[config.mk]
export PLATFORM = sky130hd
export DESIGN_NAME = dpd_encode_seq
export DESIGN_NICKNAME = d
export VERILOG_FILES = /design/src/rtl/dpd_encode_seq.sv
export SDC_FILE = /design/constraint.sdc
export NUM_CORES = 1
export LEC_CHECK = 0
export BUFFER_PORTS_ARGS = -buffer_cell sky130_fd_sc_hd__buf_2
export CORE_ASPECT_RATIO = 1.75
export CORE_MARGIN = 1.5
export CORE_UTILIZATION = 50
export CTS_CLUSTER_DIAMETER = 150
export DETAILED_ROUTE_END_ITERATION = 6
export HOLD_SLACK_MARGIN = 0.12
export PLACE_DENSITY = 0.75
export RECOVER_POWER = 25
export SLEW_MARGIN = 10
export SYNTH_ARGS = -nofsm -noshare
export SYNTH_HDL_FRONTEND = slang
export SYNTH_SLANG_ARGS = --single-unit
[constraint.sdc]
create_clock -name clk -period 1.8 [get_ports clk]
set_input_delay 0.36 -clock clk [delete_from_list [all_inputs] [get_ports clk]]
set_output_delay 0.36 -clock clk [all_outputs]
set_load 0.02 [all_outputs]
[src/rtl/dpd_encode_seq.sv]
// dpd_encode_seq: sequential BCD-to-DPD significand encoder.
// Packs an N-declet BCD significand into DPD, one 3-digit group per clock,
// LSB group first. Non-decimal nibbles are encoded by the same table and
// reported through a sticky error flag.
//
// Ports:
//   clk      clock, rising edge
//   rst      synchronous reset, active-high
//   i_valid  input significand valid
//   i_ready  encoder idle, can accept a significand
//   i_bcd    N*12-bit BCD significand, group g = i_bcd[g*12 +: 12]
//   o_valid  encoded result valid, held until o_ready
//   o_ready  consumer accepts the result
//   o_dpd    N*10-bit DPD result, declet g = o_dpd[g*10 +: 10]
//   o_err    some input nibble was > 9 (qualified by o_valid)

module dpd_encode_seq #(
  parameter int unsigned N = 11
) (
  input  logic              clk,
  input  logic              rst,
  input  logic              i_valid,
  output logic              i_ready,
  input  logic [N*12-1:0]   i_bcd,
  output logic              o_valid,
  input  logic              o_ready,
  output logic [N*10-1:0]   o_dpd,
  output logic              o_err
);

  localparam int unsigned CW = (N > 1) ? $clog2(N) : 1;
  localparam int unsigned BW = N * 12;
  localparam int unsigned DW = N * 10;
  localparam logic [CW-1:0] LAST = CW'(N - 1);

  typedef enum logic [1:0] {
    S_IDLE = 2'd0,
    S_RUN  = 2'd1,
    S_DONE = 2'd2
  } state_e;

  state_e          state_q, state_d;
  logic [CW-1:0]   cnt_q, cnt_d;
  logic [BW-1:0]   sr_q, sr_d;
  logic [DW-1:0]   dpd_q, dpd_d;
  logic            err_q, err_d;
  logic            o_valid_q, o_valid_d;
  logic            i_ready_q, i_ready_d;

  logic [9:0]      enc_c;
  logic            grp_err_c;

  // Encode one BCD group {a,b,c,d,e,f,g,h,i,j,k,m} into a declet
  // {p,q,r,s,t,u,v,w,x,y}. Large digits (leading bit set) only contribute
  // their LSB; the remaining slots carry the case indicator.
  function automatic logic [9:0] encode_grp(input logic [11:0] grp);
    logic a, b, c, d, e, f, g, h, i, j, k, m;
    logic [9:0] r;
    {a, b, c, d} = grp[11:8];
    {e, f, g, h} = grp[7:4];
    {i, j, k, m} = grp[3:0];
    unique case ({a, e, i})
      3'b000:  r = {b, c, d, f, g, h, 1'b0, j, k, m};
      3'b001:  r = {b, c, d, f, g, h, 1'b1, 1'b0, 1'b0, m};
      3'b010:  r = {b, c, d, j, k, h, 1'b1, 1'b0, 1'b1, m};
      3'b100:  r = {j, k, d, f, g, h, 1'b1, 1'b1, 1'b0, m};
      3'b110:  r = {j, k, d, 1'b0, 1'b0, h, 1'b1, 1'b1, 1'b1, m};
      3'b101:  r = {f, g, d, 1'b0, 1'b1, h, 1'b1, 1'b1, 1'b1, m};
      3'b011:  r = {b, c, d, 1'b1, 1'b0, h, 1'b1, 1'b1, 1'b1, m};
      default: r = {1'b0, 1'b0, d, 1'b1, 1'b1, h, 1'b1, 1'b1, 1'b1, m};
    endcase
    return r;
  endfunction

  // A nibble is non-decimal when its value is 10..15.
  function automatic logic nib_bad(input logic [3:0] nib);
    return nib[3] & (nib[2] | nib[1]);
  endfunction

  // Current group is always the bottom of the shift register.
  always_comb begin
    enc_c     = encode_grp(sr_q[11:0]);
    grp_err_c = nib_bad(sr_q[11:8]) | nib_bad(sr_q[7:4]) | nib_bad(sr_q[3:0]);
  end

  // Next-state and datapath control.
  always_comb begin
    state_d   = state_q;
    cnt_d     = cnt_q;
    sr_d      = sr_q;
    dpd_d     = dpd_q;
    err_d     = err_q;
    o_valid_d = o_valid_q;
    i_ready_d = i_ready_q;

    unique case (state_q)
      S_IDLE: begin
        if (i_valid) begin
          state_d   = S_RUN;
          sr_d      = i_bcd;
          cnt_d     = '0;
          dpd_d     = '0;
          err_d     = 1'b0;
          i_ready_d = 1'b0;
        end
      end

      S_RUN: begin
        for (int unsigned gi = 0; gi < N; gi++) begin
          if (cnt_q == CW'(gi)) begin
            dpd_d[gi*10 +: 10] = enc_c;
          end
        end
        err_d = err_q | grp_err_c;
        sr_d  = sr_q >> 12;
        if (cnt_q == LAST) begin
          state_d   = S_DONE;
          o_valid_d = 1'b1;
        end else begin
          cnt_d = cnt_q + CW'(1);
        end
      end

      S_DONE: begin
        if (o_ready) begin
          state_d   = S_IDLE;
          o_valid_d = 1'b0;
          i_ready_d = 1'b1;
        end
      end

      default: begin
        state_d   = S_IDLE;
        o_valid_d = 1'b0;
        i_ready_d = 1'b1;
      end
    endcase
  end

  // State and datapath registers.
  always_ff @(posedge clk) begin
    if (rst) begin
      state_q   <= S_IDLE;
      cnt_q     <= '0;
      sr_q      <= '0;
      dpd_q     <= '0;
      err_q     <= 1'b0;
      o_valid_q <= 1'b0;
      i_ready_q <= 1'b1;
    end else begin
      state_q   <= state_d;
      cnt_q     <= cnt_d;
      sr_q      <= sr_d;
      dpd_q     <= dpd_d;
      err_q     <= err_d;
      o_valid_q <= o_valid_d;
      i_ready_q <= i_ready_d;
    end
  end

  assign i_ready = i_ready_q;
  assign o_valid = o_valid_q;
  assign o_dpd   = dpd_q;
  assign o_err   = err_q;

endmodule

# Word-level counts from Yosys, hierarchy flattened
# Cells that the tools add are included.
[word_totals]
reg_bits = 251
word_cells = 111
output_inout_bits = 113
[op_classes]
n_reduce_logical = 20
add_sub_neg = 1
bitwise = 11
n_mux = 30
eq_ne = 32
[op_table]
columns = ["cell", "count"]
rows = [
  ["case mux 132 bit (2 select lines)", 1],
  ["case mux 110 bit (2 select lines)", 1],
  ["2-to-1 mux 132 bit", 1],
  ["2-to-1 mux 10 bit", 11],
  ["2-to-1 mux 110 bit", 1],
  ["case mux 10 bit (7 select lines)", 1],
  ["AND reduction 3 bit", 15],
  ["inequality test 2 bit (second input constant)", 14],
  ["== test 4 x 3 -> 1 bit (second input constant)", 4],
  ["== test 4 bit (second input constant)", 3],
  ["== test 3 bit (second input constant)", 3],
  ["== test 4 x 2 -> 1 bit (second input constant)", 2],
  ["2-to-1 mux 4 bit", 2],
  ["case mux 4 bit (2 select lines)", 1],
  ["== test 3 x 2 -> 1 bit (second input constant)", 2],
  ["2-to-1 mux 2 bit", 3],
  ["bitwise OR 1 bit", 6],
  ["case mux 1 bit (3 select lines)", 2],
  ["case mux 2 bit (3 select lines)", 1],
  ["adder 4 x 1 -> 4 bit (second input constant)", 1],
  ["== test 4 x 1 -> 1 bit (second input constant)", 1],
  ["logical NOT 4 bit", 1],
  ["2-to-1 mux 1 bit", 4],
  ["AND 1 bit", 3],
  ["other kinds (9)", 10],
]

# Logic depth before layout (Yosys ltp)
[logic_depth]
depth_word = 6
mapped_depth = 7

# Worst setup path before layout
# Ideal clock, no wire load.
[synth_timing]
path_kind = "reg-to-reg"
from = "reg cnt_q[0]"
to = "reg cnt_q[2]"
path_stages_with_launch = 7
path_buffers = 1
setup_slack_ps = 225
period_less_slack_ps = 1575
arrival_ps = 1505
t_required_ps = 1730
path_cell_list = "dfxtp_1 -> inv_1 -> ha_1 -> clkbuf_1 -> and3b_1 -> or4_1 -> a21boi_1"
[synth_between]
elab_chain_cells = 3
[synth_lines]
columns = ["element", "line_no", "text"]
rows = [
  ["from (decl)", "43", "logic [CW-1:0] cnt_q, cnt_d;"],
  ["from (signal assigned)", "152", "cnt_q <= cnt_d;"],
  ["adder 4 x 1 -> 4 bit or == test 4 bit (tied branches)", "120, 116", ""],
  ["2-to-1 mux 4 bit or inequality test 2 bit (tied branches)", "n/a", ""],
  ["case mux 4 bit (2 select lines) or AND reduction 3 bit (tied branches)", "n/a", ""],
]
# Parallel ways exist; a longest one is shown, timed or not. The select of a mux whose other input is x is not followed.
# A chain may end at the register's enable or synchronous reset.

# Worst setup path after layout
[layout_timing]
from = "reg state_q[0]"
to = "reg dpd_q[87] (netlist: o_dpd[87])"
[layout_between]
elab_chain_cells = 3
[layout_lines]
columns = ["element", "line_no", "text"]
rows = [
  ["from (decl)", "42", "state_e state_q, state_d;"],
  ["from (signal assigned)", "151", "state_q <= state_d;"],
  ["== test 2 x 1 -> 1 bit or logical NOT 2 bit (tied branches)", "96", "unique case (state_q)"],
  ["inequality test 2 bit (no source line) or nonzero test 2 bit (tied branches)", "n/a", ""],
  ["AND reduction 3 bit (no source line)", "n/a", ""],
  ["to (signal assigned)", "154", "dpd_q <= dpd_d;"],
  ["to (decl)", "45", "logic [DW-1:0] dpd_q, dpd_d;"],
]
# Parallel ways exist; a longest one is shown, timed or not.

==> run summary <==
Status = finished clean
DRC Markers = 0
Clk_lat worst skew = 0.51 ns
Hold WC Path Type = input pin to register
Rows = 70
DRT antenna net count = 0
Die height = 197 um
First-pass GRT wire length = 45800 um
Placed Cells = 1622
Worst Tran Pin Value = 0.673 ns
Die Wd = 114 um
Die area = 22300 um2
Hold-critical path endpoint = sr_q[125]
Clk root buf = clkbuf_16
Nature of the critical path startpoint = register
Synth Area in Compound Gates = 0.205
Initial drt markers = 613
Post-synthesis cell area = 10700 um2
Grt ovf = 0
GRT Total Usage = 0.254
Final wirelength = 30200 um
Ys flop type = dfxtp_1
Dpl hpwl = 20300 um
Grt met2 use = 0.458
DP Area = 12100 um2
CP required = 2.21 ns
Hold_sp = i_bcd[125]
R2r endpoint = o_dpd[87]
Number of clock sinks = 251
FF-to-FF path depth = 4
EDFF count, synth = 0
CP max FO = 18
Setup crit end kind = register
Synth Area in XOR/XNOR = 0
Fmax = 0.578 GHz
Initial antenna violation count = 1
Initial Util = 0.511
# IOs = 249
M1 GR Usage = 0.289
Area grow syn2layout = 25.0%
Number of synthesized register bits = 251
Maximum VDD drop = 0.000704 V
Final Cycle Share = 0.961
Fin cells = 1714
Clock Path Buffers = 3
Leak pwr = 0.00538 uW
Worst hold stages = 3
Setup-failing EPs final = 0
Syn. warnings = 0
Number of global-route vias before repair = 9016
Post-Synthesis Cells = 1193
Critical path type = register to register
Antenna diodes = 0
Multiplexer share of the synthesized area = 0.0515
Largest family of logic cells by synthesized area = compound AO/OA/AOI/OAI gates
H-Tree Level Count = 1
Design area = 13400 um2
Most Used Layer, Global Route = met2
TritonCTS buffer count = 23
Drt via density = 5.72
Worst R2R Setup Slack = 0.07 ns
Reg2Reg Launch Point = state_q[0]
Core area = 20900 um2
Synth Area in Simple Gates = 0.203
Drt pass-1 iters = 5
Syn Nets = 1333
Final core occ = 0.639
DP Worst Slack = -0.0331 ns
Share of cells above drive strength 1 = 0.193
Clock Skews = 0.0114 ns
Port Buf Inserts = 248
Post-synthesis sequential area ratio = 0.470
Max capacitance violation total = 0
Met3 Usage GRT = 0.0329
Hold Vio Cnt, Final = 0
Reg clk slew, reported paths = 0.07 ns
Yosys cell types = 68
Final min period = 1.73 ns
Async S/R FF share, synth = 0
Largest net degree at the start of global routing = 99
Layout Nets = 1590
Critical Path AT = 2.14 ns
Via count = 9804
Power Density = 941 nW/um2
Total power = 12600 uW
Rel. slew slack = 0.548
Avg WL per Cell = 17.6 um
Placer Congestion = 0.859
Slew Limit Fails = 0
Post-Synth Adder-Cell Area = 0.00468
TritonCTS clock tree = done
Final worst slack = 0.0694 ns
Syn avg cell area = 8.97 um2
[Yosys cell counts, drive strengths merged (7+ instances only)]
cell | count | area (um2)
o32ai | 11 | 104
a22oi | 12 | 90.1
nand2 | 307 | 1150
inv | 15 | 56.3
buf | 73 | 490
dfxtp | 251 | 5020
clkbuf | 43 | 161
o2bb2ai | 7 | 61.3
a21oi | 15 | 176
o21ai | 10 | 61.3
nand2b | 8 | 57.6
nor2 | 138 | 518
a32o | 32 | 320
a311oi | 123 | 1080
mux2i | 55 | 551
[cells in the final DEF, fill, tap and decap left out, types with 6 or more instances in the layout]
master	instances
a211o_1	6
a21oi_1	6
a21oi_4	9
a22oi_1	12
a311oi_1	121
a32o_1	32
buf_12	11
buf_2	158
buf_4	32
clkbuf_1	94
clkbuf_16	24
dfxtp_1	248
dlygate4sd3_1	52
inv_1	14
mux2i_1	55
nand2_1	307
nand2b_1	6
nand3_1	6
nand4b_1	6
nor2_1	138
o21ai_0	8
o2bb2ai_1	7
o32ai_1	10
[logic make-up after synthesis]
kind of cell,after synthesis
simple gates,507
mux,55
flops,251
compound gates,245
buf+inv,131
fa+ha+maj,4
[flip-flops by register name (all words and copies together), names as in the netlist]
signal / cells
cnt_q: 4
sr_q: 132
o_err: 1
o_valid: 1
state_q: 2
o_dpd: 110
i_ready: 1
[critical path: stages, from the launching register on]
cell      delay [ns]
dfxtp_1         0.34
buf_6           0.17
nand2b_2        0.45
a21oi_4         0.38
mux2i_1         0.28
[routing by layer]
metal | vias up | part of all wire
li1 | 4761 | -
met1 | 4613 | 0.39
met2 | 333 | 0.52
met3 | 95 | 0.047
met4 | 2 | 0.047
met5 | - | 0.00043
[power by group]
group / switching [uW] / leakage [uW] / internal [uW]
clock: 2030 / 0.000348 / 2640
sequential: 193 / 0.00206 / 5880
combinational: 1080 / 0.00298 / 771
total: 3300 / 0.00538 / 9290
[cell type report]
class	instances	area, um2
Inverter	15	56.3
Clock inverter	5	50.0
Tap cell	252	315
Timing Repair Buffer	348	2220
Clock buffer	32	649
Sequential cell	251	5030
Multi-Input combinational cell	811	5050
Fill cell	1798	7560
[how the worst max path moves through the flow]
stage | cells after the start | to | start
after global placement | 6 | o_dpd[103] | cnt_q[0]
after global routing | 4 | o_dpd[53] | sr_q[11]
after CTS | 3 | o_dpd[75] | cnt_q[2]
after floorplan | 6 | cnt_q[2] | cnt_q[0]
after detailed placement | 6 | o_dpd[103] | cnt_q[0]
final | 4 | o_dpd[87] | state_q[0]
[stage by stage]
stage / setup TNS [ns] / hold slack [ns]
floorplan: 0 / 0.455
CTS: 0 / 0.120
detailed placement: -0.0876 / 0.443
global route: -0.0124 / 0.121
global placement: -0.0374 / 0.439
finish: 0 / 0.127
[what timing repair did]
| item | 4_1_cts | 5_1_grt |
|---|---|---|
| setup endpoints to repair | 8 | 60 |
| resized for setup | 3 | 14 |
| buffers inserted | 0 | 2 |
| pin swaps | 0 | 4 |
| hold endpoints to repair | 51 | 1 |
| gates cloned | 0 | 1 |
| hold buffers | 51 | 1 |
Power figures use the tool's default switching activity.
